**src/rtl/mxn_arb.sv**
```systemverilog
// N-channel to one registered-output arbiter with direct-select and round-robin modes.
// Optional registered parity output y_par when MXN_ARB_PARITY_EN is defined.
module mxn_arb #(
    parameter int WIDTH = 4,
    parameter int NCH   = 8,
    parameter int SELW  = 3
) (
    input  logic                  clk,
    input  logic                  reset,
    input  logic [NCH*WIDTH-1:0]  din,
    input  logic [NCH-1:0]        din_valid,
    output logic [NCH-1:0]        din_ready,
    input  logic                  mode,
    input  logic [SELW-1:0]       sel,
    output logic [WIDTH-1:0]      y,
    output logic [SELW-1:0]       y_ch,
    output logic                  y_valid,
    input  logic                  out_ready,
    output logic [7:0]            xfer_cnt
`ifdef MXN_ARB_PARITY_EN
    ,
    output logic                  y_par
`endif
);

    typedef enum logic {
        EMPTY = 1'b0,
        FULL  = 1'b1
    } state_t;

    state_t          state;
    logic [SELW-1:0] ptr;
    logic [SELW-1:0] rr_cand;
    logic [SELW-1:0] idx;
    logic [SELW-1:0] cand;
    logic            rr_any;
    logic            load;
    logic            grant;
    logic [WIDTH-1:0] ch [NCH];

    for (genvar i = 0; i < NCH; i++) begin : g_unpack
        assign ch[i] = din[i*WIDTH +: WIDTH];
    end

    // Scan from farthest to nearest so the lowest offset from ptr wins;
    // SELW-bit addition wraps modulo NCH for free.
    always_comb begin
        rr_cand = '0;
        rr_any  = 1'b0;
        idx     = '0;
        for (int k = NCH - 1; k >= 0; k--) begin
            idx = ptr + SELW'(k);
            if (din_valid[idx]) begin
                rr_cand = idx;
                rr_any  = 1'b1;
            end
        end
    end

    assign load    = (state == EMPTY) | out_ready;
    assign cand    = mode ? rr_cand : sel;
    assign grant   = !reset && load && (mode ? rr_any : din_valid[sel]);
    assign y_valid = (state == FULL);

    always_comb begin
        din_ready = '0;
        if (grant) din_ready[cand] = 1'b1;
    end

    always_ff @(posedge clk) begin
        if (reset) begin
            state    <= EMPTY;
            y        <= '0;
            y_ch     <= '0;
            ptr      <= '0;
            xfer_cnt <= '0;
`ifdef MXN_ARB_PARITY_EN
            y_par    <= 1'b0;
`endif
        end else begin
            if (y_valid && out_ready) xfer_cnt <= xfer_cnt + 8'd1;
            if (grant) begin
                y     <= ch[cand];
                y_ch  <= cand;
                state <= FULL;
                if (mode) ptr <= cand + SELW'(1);
`ifdef MXN_ARB_PARITY_EN
                y_par <= ^ch[cand];
`endif
            end else if (out_ready) begin
                state <= EMPTY;
            end
        end
    end

endmodule

```
**config.mk**
```make
export PLATFORM = sky130hd
export DESIGN_NAME = mxn_arb
export DESIGN_NICKNAME = d
export VERILOG_FILES = /design/src/rtl/mxn_arb.sv
export SDC_FILE = /design/constraint.sdc
export NUM_CORES = 1
export LEC_CHECK = 0
export BUFFER_PORTS_ARGS = -buffer_cell sky130_fd_sc_hd__buf_2
export CORE_ASPECT_RATIO = 1.1
export CORE_MARGIN = 2
export CORE_UTILIZATION = 57
export DETAILED_ROUTE_END_ITERATION = 10
export PLACE_DENSITY = 0.95
export SETUP_SLACK_MARGIN = 0.02
export SLEW_MARGIN = 5
export SYNTH_ARGS = -nofsm -noshare
export SYNTH_HDL_FRONTEND = slang
export SYNTH_SLANG_ARGS = --single-unit
```
**constraint.sdc**
```tcl
create_clock -name clk -period 10.5 [get_ports clk]
set_clock_uncertainty 0.05 [all_clocks]
set_input_delay 2.1 -clock clk [delete_from_list [all_inputs] [get_ports clk]]
set_output_delay 2.1 -clock clk [all_outputs]
set_load 0.02 [all_outputs]
```
==> impl_results.rst, run 1 <==
.. list-table::
   :header-rows: 1

   * - Metric
     - Value
   * - Die H
     - 71.9 um
   * - Initial antenna violation count
     - 0
   * - Initial core utilization
     - 0.599
   * - Number of sinks on the clock net
     - 19
   * - Count of fill cells added during filler insertion
     - 302
   * - Arrival time at the worst endpoint
     - 4.94 ns
   * - Number of buffers created by CTS
     - 3
   * - Die area
     - 4730 um^2
   * - Net count after synthesis
     - 333
   * - Final nets
     - 388
   * - Number of enable flip-flop cells after synthesis
     - 0
   * - Unrepaired setup endpoints after global routing
     - false
   * - Post-CTS sizing
     - 0
   * - Clock latency at the later pin of the worst-skew pair
     - 0.27 ns
   * - Setup repair bufs after CTS
     - 0
   * - Tot Pwr
     - 324 uW
   * - Gp weighted congestion
     - 0.992
   * - Total routing usage reported by global routing
     - 0.270
   * - Fraction of synthesis flops using an asynchronous set or reset pin
     - 0
   * - Antenna Violating Nets Remaining
     - 0
   * - Clk slew on worst S/H paths
     - 0.08 ns
   * - Pre-CTS worst setup slack
     - 3.46 ns
   * - Minimum setup slack in the final design
     - 3.41 ns
   * - Count of TritonRoute iterations in the first routing pass
     - 5
   * - Clock tree from TritonCTS
     - built
   * - Startpoint-to-endpoint class of the critical path
     - in -> out
   * - Residual DRC
     - 0
   * - H-Tree Depth
     - 1
   * - Power density of the placed cells
     - 118 nW/um^2
   * - Maximum buffer depth of the clock tree
     - 2
   * - Yosys Warn Count
     - 0
   * - Cell area after placement
     - 2700 um^2
   * - Via count of the first global-routing pass
     - 2237
   * - Routed vias
     - 2499
   * - VDD IR max
     - 87.7 uV
   * - ANT cells
     - 0
   * - Drt wl/cell
     - 16.5 um
   * - Reported leakage power
     - 0.00112 uW
   * - Total standard cell area after synthesis
     - 2390 um^2
   * - Maximum fanout count along the critical path
     - 11
   * - Highest Clock Rate
     - 141 MHz
   * - Setup TNS after final layout
     - 0 ns
   * - Clock root buffer
     - sky130_fd_sc_hd__clkbuf_8
   * - Global-route wire length before repair
     - 9990 um
   * - Area Overhead vs Synth
     - 14.8%
   * - Synthesized area divided by synthesized cell count
     - 8.45 um^2
   * - Worst-margin pin slew
     - 0.812 ns
   * - Crit path launch type
     - primary input
   * - Tcrit/Tclk final
     - 0.675
   * - Category of the worst setup path capture point
     - primary output
   * - Core region area
     - 3990 um^2
   * - Post-synthesis sequential area ratio
     - 0.159
   * - Share of layout cells above drive strength 1
     - 0.359
   * - Summed area of non-filler cells in the final layout
     - 2740 um^2
   * - Number of standard cells after synthesis
     - 283
   * - Placed wire-length estimate
     - 4770 um
   * - Type of the most critical hold path
     - reg -> reg
   * - Result of the run
     - completed
   * - IO buf count
     - 70
   * - Via-to-Cell Ratio
     - 6.42
   * - Post-CTS Hold Fix Bufs
     - 0
   * - Count of maximum capacitance violations
     - 0
   * - Flop and latch count out of synthesis
     - 19
   * - Number of cells on the worst reg-to-reg path
     - 12
   * - Top_reg_cell synth
     - sky130_fd_sc_hd__dfxtp_1
   * - Overflow left after global routing
     - 0
   * - Chip width
     - 65.8 um
   * - Worst slew slack as a fraction of its limit
     - 0.458
   * - Distinct cells, synth
     - 60
   * - Final Hold Viols
     - 0
   * - Post-layout utilization of the core
     - 0.687
   * - Drt first-iter violations
     - 375
   * - Largest net degree at the start of global routing
     - 31
   * - Overall routed net length
     - 6420 um
   * - Time the worst path needs with I/O delays and setup
     - 7.09 ns
   * - Depth of the worst hold-timing path
     - 2
   * - Total I/O pin count
     - 71
   * - Setup violation total in the final timing report
     - 0
   * - Worst path required time
     - 8.35 ns
   * - Std-Cell Rows
     - 24
   * - Max-slew violations
     - 0
registers in the layout, indices dropped and copies added (netlist names):
name / cells
ptr: 3
y_ch: 3
y: 4
y_valid: 1
xfer_cnt: 8
synth_stat cells (6+ instances only):
| library cell | instances | area [um^2] |
|---|---|---|
| sky130_fd_sc_hd__dfxtp_1 | 19 | 380 |
| sky130_fd_sc_hd__mux2_1 | 6 | 67.6 |
| sky130_fd_sc_hd__inv_1 | 9 | 33.8 |
| sky130_fd_sc_hd__nand2_1 | 13 | 48.8 |
| sky130_fd_sc_hd__o21ai_0 | 8 | 40.0 |
| sky130_fd_sc_hd__a21oi_1 | 20 | 100 |
| sky130_fd_sc_hd__nor3_1 | 11 | 55.1 |
| sky130_fd_sc_hd__mux4_2 | 12 | 270 |
| sky130_fd_sc_hd__nor2b_1 | 9 | 56.3 |
| sky130_fd_sc_hd__buf_2 | 8 | 40.0 |
| sky130_fd_sc_hd__nand3_1 | 14 | 70.1 |
| sky130_fd_sc_hd__a211oi_1 | 7 | 52.6 |
| sky130_fd_sc_hd__mux2i_1 | 10 | 100 |
| sky130_fd_sc_hd__mux2_2 | 12 | 135 |
| sky130_fd_sc_hd__nor2_1 | 26 | 97.6 |
| sky130_fd_sc_hd__clkbuf_1 | 7 | 26.3 |
placed cells by master, fill, tap and decap left out, types with 4 or more instances in the layout:
cell,count
sky130_fd_sc_hd__a211oi_1,7
sky130_fd_sc_hd__a21oi_1,20
sky130_fd_sc_hd__a41o_1,4
sky130_fd_sc_hd__and2_1,4
sky130_fd_sc_hd__and3_1,5
sky130_fd_sc_hd__buf_2,70
sky130_fd_sc_hd__dfxtp_1,19
sky130_fd_sc_hd__inv_1,9
sky130_fd_sc_hd__mux2_1,6
sky130_fd_sc_hd__mux2_2,12
sky130_fd_sc_hd__mux2i_1,10
sky130_fd_sc_hd__mux4_2,12
sky130_fd_sc_hd__nand2_1,13
sky130_fd_sc_hd__nand3_1,14
sky130_fd_sc_hd__nor2_1,26
sky130_fd_sc_hd__nor2b_1,9
sky130_fd_sc_hd__nor3_1,11
sky130_fd_sc_hd__nor4_1,4
sky130_fd_sc_hd__o21ai_0,8
sky130_fd_sc_hd__o22ai_1,5
sky130_fd_sc_hd__xnor2_1,4
sky130_fd_sc_hd__xor2_1,5
stage by stage:
step           std cells  hold slack, ns
2_1_floorplan        283           0.509
3_3_place_gp         385           0.416
3_5_place_dp         385           0.429
4_1_cts              389           0.450
5_1_grt              389           0.467
6_report             389           0.450
layout make-up:
class | count | area [um^2] | area share
Clock buffer | 3 | 41.3 | 0.0150
Tap cell | 52 | 65.1 | 0.0237
Inverter | 9 | 33.8 | 0.0123
Timing Repair Buffer | 73 | 373 | 0.136
Clock inverter | 1 | 7.51 | 0.00274
Sequential cell | 19 | 380 | 0.139
Multi-Input combinational cell | 232 | 1840 | 0.672
cell families (layout without fill, tap and decap cells):
logic type	count (synthesis)	count (layout)	share of synthesized area
xor+xnor	11	11	0.0466
mux	44	44	0.269
fa+ha+maj	3	3	0.0157
compound gates	68	68	0.204
buf+inv	32	86	0.0701
simple gates	106	106	0.235
flops	19	19	0.159
power by group:
group	total [uW]	internal, uW	leakage (uW)	switching [uW]
sequential	80.9	77.2	0.000155	3.68
clock	54.6	26.9	0.0000217	27.7
combinational	189	80.9	0.000946	108
total	324	185	0.00112	139
critical path, stage by stage:
cell                       delay (ns)
sky130_fd_sc_hd__buf_2           0.15
sky130_fd_sc_hd__mux4_1          0.66
sky130_fd_sc_hd__mux2_2          0.35
sky130_fd_sc_hd__nor2_1          0.10
sky130_fd_sc_hd__nor2_1          0.05
sky130_fd_sc_hd__and2_1          0.21
sky130_fd_sc_hd__o221ai_1        0.64
sky130_fd_sc_hd__nand2_1         0.29
sky130_fd_sc_hd__nand2_1         0.16
sky130_fd_sc_hd__nor2_1          0.06
sky130_fd_sc_hd__buf_2           0.17
metal layers:
layer  up-vias  part of all wire  global-route usage  wire length, um
met5         -                 0                   0                0
met4         0             0.035               0.116              226
met3        23             0.092              0.0388              593
met2       160              0.50               0.478             3210
met1      1139              0.37               0.324             2390
li1       1177                 -                   -                -
path summary, 6_finish.rpt:
path / slack [ns] / startpoint / endpoint
min reg2reg: 0.45 / y_ch[1]$_SDFFE_PP0P_ / y_ch[1]$_SDFFE_PP0P_
max: 3.41 / din_valid[7] / din_ready[4]
min: 0.45 / y_ch[1]$_SDFFE_PP0P_ / y_ch[1]$_SDFFE_PP0P_
max reg2reg: 6.11 / ptr[0]$_SDFFE_PP0P_ / y[2]$_SDFFE_PP0P_
(Power assumes the default switching activity.)
==> inputs of run 2 (changes only) <==
--- a/config.mk
+++ b/config.mk
@@ -8,9 +8,9 @@
 export BUFFER_PORTS_ARGS = -buffer_cell sky130_fd_sc_hd__buf_2
 export CORE_ASPECT_RATIO = 1.1
 export CORE_MARGIN = 2
-export CORE_UTILIZATION = 57
+export CORE_UTILIZATION = 48
 export DETAILED_ROUTE_END_ITERATION = 10
-export PLACE_DENSITY = 0.95
+export PLACE_DENSITY = 0.86
 export SETUP_SLACK_MARGIN = 0.02
 export SLEW_MARGIN = 5
 export SYNTH_ARGS = -nofsm -noshare
==> constraint.sdc (replaced) <==
create_clock -name clk -period 6.45 [get_ports clk]
set_clock_uncertainty 0.05 [all_clocks]
set_input_delay 1.29 -clock clk [delete_from_list [all_inputs] [get_ports clk]]
set_output_delay 1.29 -clock clk [all_outputs]
set_load 0.02 [all_outputs]
==> run 2 against run 1 <==
Final cell count increased by 1.0%. Utilization shrank 10 points. Critical path depth did not move. Total power up 63%. Final area up 0.18%. Non-clock buffer count is the same. Sequential share of layout area about the same. Routed wire length rose by 3.1%. First-iteration DRC count decreased by 23%. Sequential power increased by 62%. Clock power is 61% higher. Global-route usage fell by 3.7 points. Critical path type unchanged.
==> impl_results.rst, run 2 (same netlist as run 1, synthesis figures left out) <==
.. list-table::
   :header-rows: 1

   * - Metric
     - Value
   * - Result of the run
     - completed
   * - Gp weighted congestion
     - 0.903 (-9.0%)
   * - Crit path to
     - din_ready[4]
   * - Area Overhead vs Synth
     - 15.0%
   * - Share of layout cells above drive strength 1
     - 0.359 (unchanged)
   * - Setup violation total in the final timing report
     - 0 (unchanged)
   * - Clock latency at the later pin of the worst-skew pair
     - 0.26 ns (about the same)
   * - Final Hold Viols
     - 0 (unchanged)
   * - Power density of the placed cells
     - 192 nW/um^2 (+62%)
   * - Post-CTS sizing
     - 0 (unchanged)
   * - Count of TritonRoute iterations in the first routing pass
     - 5 (unchanged)
   * - Count of fill cells added during filler insertion
     - 432 (+43%)
   * - Routed vias
     - 2502 (+0.12%)
   * - Peak per-stage delay on the critical path
     - 0.69 ns (+0.03 ns)
   * - Number of sinks on the clock net
     - 19 (unchanged)
   * - Worst-margin pin slew
     - 0.888 ns (+0.0757 ns)
   * - Std-Cell Rows
     - 26 (+8.3%)
   * - Drt wl/cell
     - 16.8 um (+2.0%)
   * - Global-route wire length before repair
     - 10800 um (+7.7%)
   * - Maximum buffer depth of the clock tree
     - 2 (unchanged)
   * - Chip width
     - 71.3 um (+8.4%)
   * - Capture point of the worst reg-to-reg path
     - y[2]$_SDFFE_PP0P_
   * - Most common cell after layout, fill and taps aside
     - sky130_fd_sc_hd__buf_2
   * - Initial core utilization
     - 0.507 (-0.0918)
   * - ANT cells
     - 0 (unchanged)
   * - Total I/O pin count
     - 71 (unchanged)
   * - H-Tree Depth
     - 1 (unchanged)
   * - Clock tree from TritonCTS
     - built
   * - Core region area
     - 4720 um^2 (+18%)
   * - Library cell contributing the largest single delay on the critical path
     - sky130_fd_sc_hd__o221ai_1
   * - Residual DRC
     - 0 (unchanged)
   * - Count of cell instances traversed by the critical path
     - 11 (unchanged)
   * - Buffers & Inverters on Critical Path
     - 2 (unchanged)
   * - Tot Pwr
     - 527 uW (+63%)
   * - Unrepaired setup endpoints after global routing
     - false
   * - Multi-input gate area in the final layout
     - 1840 um^2 (unchanged)
   * - Time the worst path needs with I/O delays and setup
     - 5.52 ns
   * - R2r setup slk
     - 2.54 ns (-3.57 ns)
   * - Setup TNS after final layout
     - 0 ns (unchanged)
   * - Critical path launch point
     - din_valid[7]
   * - Number of flip-flops in the largest register
     - 8 (unchanged)
   * - Via-to-Cell Ratio
     - 6.37 (-0.90%)
   * - Die H
     - 78.0 um (+8.5%)
   * - Worst slew slack as a fraction of its limit
     - 0.408 (-0.0505)
   * - Via count of the first global-routing pass
     - 2381 (+6.4%)
   * - Startpoint-to-endpoint class of the critical path
     - in -> out
   * - Clock root buffer
     - sky130_fd_sc_hd__clkbuf_8
   * - Category of the worst setup path capture point
     - primary output
   * - Total routing usage reported by global routing
     - 0.234 (-0.0367)
   * - Post-CTS Hold Fix Bufs
     - 0 (unchanged)
   * - Reported leakage power
     - 0.00112 uW (unchanged)
   * - Overall routed net length
     - 6610 um (+3.1%)
   * - Seq. cell area
     - 380 um^2 (unchanged)
   * - Final nets
     - 388 (unchanged)
   * - Count of placed standard cells in the final layout, fillers left out
     - 393 (+1.0%)
   * - Antenna Violating Nets Remaining
     - 0 (unchanged)
   * - Count of maximum capacitance violations
     - 0 (unchanged)
   * - Startpoint of the most critical register-to-register path
     - ptr[0]$_SDFFE_PP0P_
   * - Type of the most critical hold path
     - reg -> reg
   * - Initial antenna violation count
     - 0 (unchanged)
   * - Cell area after placement
     - 2700 um^2 (+0.19%)
   * - VDD IR max
     - 174 uV (+98%)
   * - Crit path launch type
     - primary input
   * - Number of cells on the worst reg-to-reg path
     - 11 (-1)
   * - Max-slew violations
     - 0 (unchanged)
   * - Tcrit/Tclk final
     - 0.856
   * - Critical Path, Cell by Cell
     - buf_2, mux4_1, mux2_2, nor2_1, nor2_1, and2_1, o221ai_1, nand2_1, nand2_1, nor2_1, buf_2
   * - Worst path required time
     - 5.11 ns (-3.24 ns)
   * - Top library cells by usage in the layout, fill and taps aside
     - 70 x sky130_fd_sc_hd__buf_2, 26 x sky130_fd_sc_hd__nor2_1, 20 x sky130_fd_sc_hd__a21oi_1, 19 x sky130_fd_sc_hd__dfxtp_1, 14 x sky130_fd_sc_hd__nand3_1
   * - Placed wire-length estimate
     - 4980 um (+4.4%)
   * - Register with the most flip-flops
     - xfer_cnt
   * - Arrival time at the worst endpoint
     - 4.18 ns (-0.76 ns)
   * - Largest net degree at the start of global routing
     - 30 (-3.2%)
   * - Number of buffers created by CTS
     - 3 (unchanged)
   * - Setup repair bufs after CTS
     - 0 (unchanged)
   * - Largest delay share family, worst path
     - multiplexers
   * - Drt first-iter violations
     - 289 (-23%)
   * - Overflow left after global routing
     - 0 (unchanged)
   * - IO buf count
     - 70 (unchanged)
   * - Die area
     - 5560 um^2 (+18%)
   * - Maximum fanout count along the critical path
     - 11 (unchanged)
   * - Summed area of non-filler cells in the final layout
     - 2750 um^2 (+0.18%)
   * - Total instance count after detailed placement
     - 389 (+1.0%)
   * - Biggest regs
     - xfer_cnt x8, y x4
   * - Clk slew on worst S/H paths
     - 0.07 ns (about the same)
   * - Most frequent cell on the critical path
     - sky130_fd_sc_hd__nor2_1
   * - Highest Clock Rate
     - 181 MHz
==> run 2: metal layers <==
metal | track usage | part of all wire
met1 | 0.297 | 0.41
met3 | 0.0167 | 0.074
met4 | 0.109 | 0.041
met2 | 0.399 | 0.47
met5 | 0 | 0
==> run 2: final cells by class <==
type,count,share of cell area
clock buffer,3,0.0150
clock inverter,1,0.00273
inverter,9,0.0123
multi-input combinational,232,0.670
sequential,19,0.138
tap,56,0.0255
timing repair buffer,73,0.136
==> run 2: through the flow <==
| step | setup WS (ns) | hold WS, ns | util |
|---|---|---|---|
| after floorplan | 1.56 | 0.509 | - |
| final | 0.930 | 0.415 | 0.583 |
| after global routing | 0.706 | 0.458 | 0.583 |
| after global placement | 1.12 | 0.400 | 0.572 |
| after CTS | 0.998 | 0.412 | 0.583 |
| after detailed placement | 0.994 | 0.402 | 0.572 |
==> run 2: worst min-delay path, delay by kind of cell (launching register included) <==
kind | cells | cell delay, ns
flip-flops | 1 | 0.31
AND/OR/NAND/NOR | 1 | 0.06
AO/OA/AOI/OAI | 1 | 0.05
==> run 2: worst min-delay path by stage <==
stage	start	endpoint	slack, ns	cells past startpoint
after floorplan	xfer_cnt[1]$_SDFFE_PP0P_	xfer_cnt[1]$_SDFFE_PP0P_	0.51	2
after global placement	ptr[2]$_SDFFE_PP0P_	ptr[2]$_SDFFE_PP0P_	0.40	2
after detailed placement	ptr[2]$_SDFFE_PP0P_	ptr[2]$_SDFFE_PP0P_	0.40	2
after CTS	ptr[2]$_SDFFE_PP0P_	ptr[2]$_SDFFE_PP0P_	0.41	2
after global routing	ptr[2]$_SDFFE_PP0P_	ptr[2]$_SDFFE_PP0P_	0.46	2
final	ptr[2]$_SDFFE_PP0P_	ptr[2]$_SDFFE_PP0P_	0.42	2
==> run 2: report_power, final <==
group	total, uW	switching, uW	internal, uW
clock	87.7	44.0	43.7
sequential	131	5.05	126
combinational	309	177	132
total	527	226	301
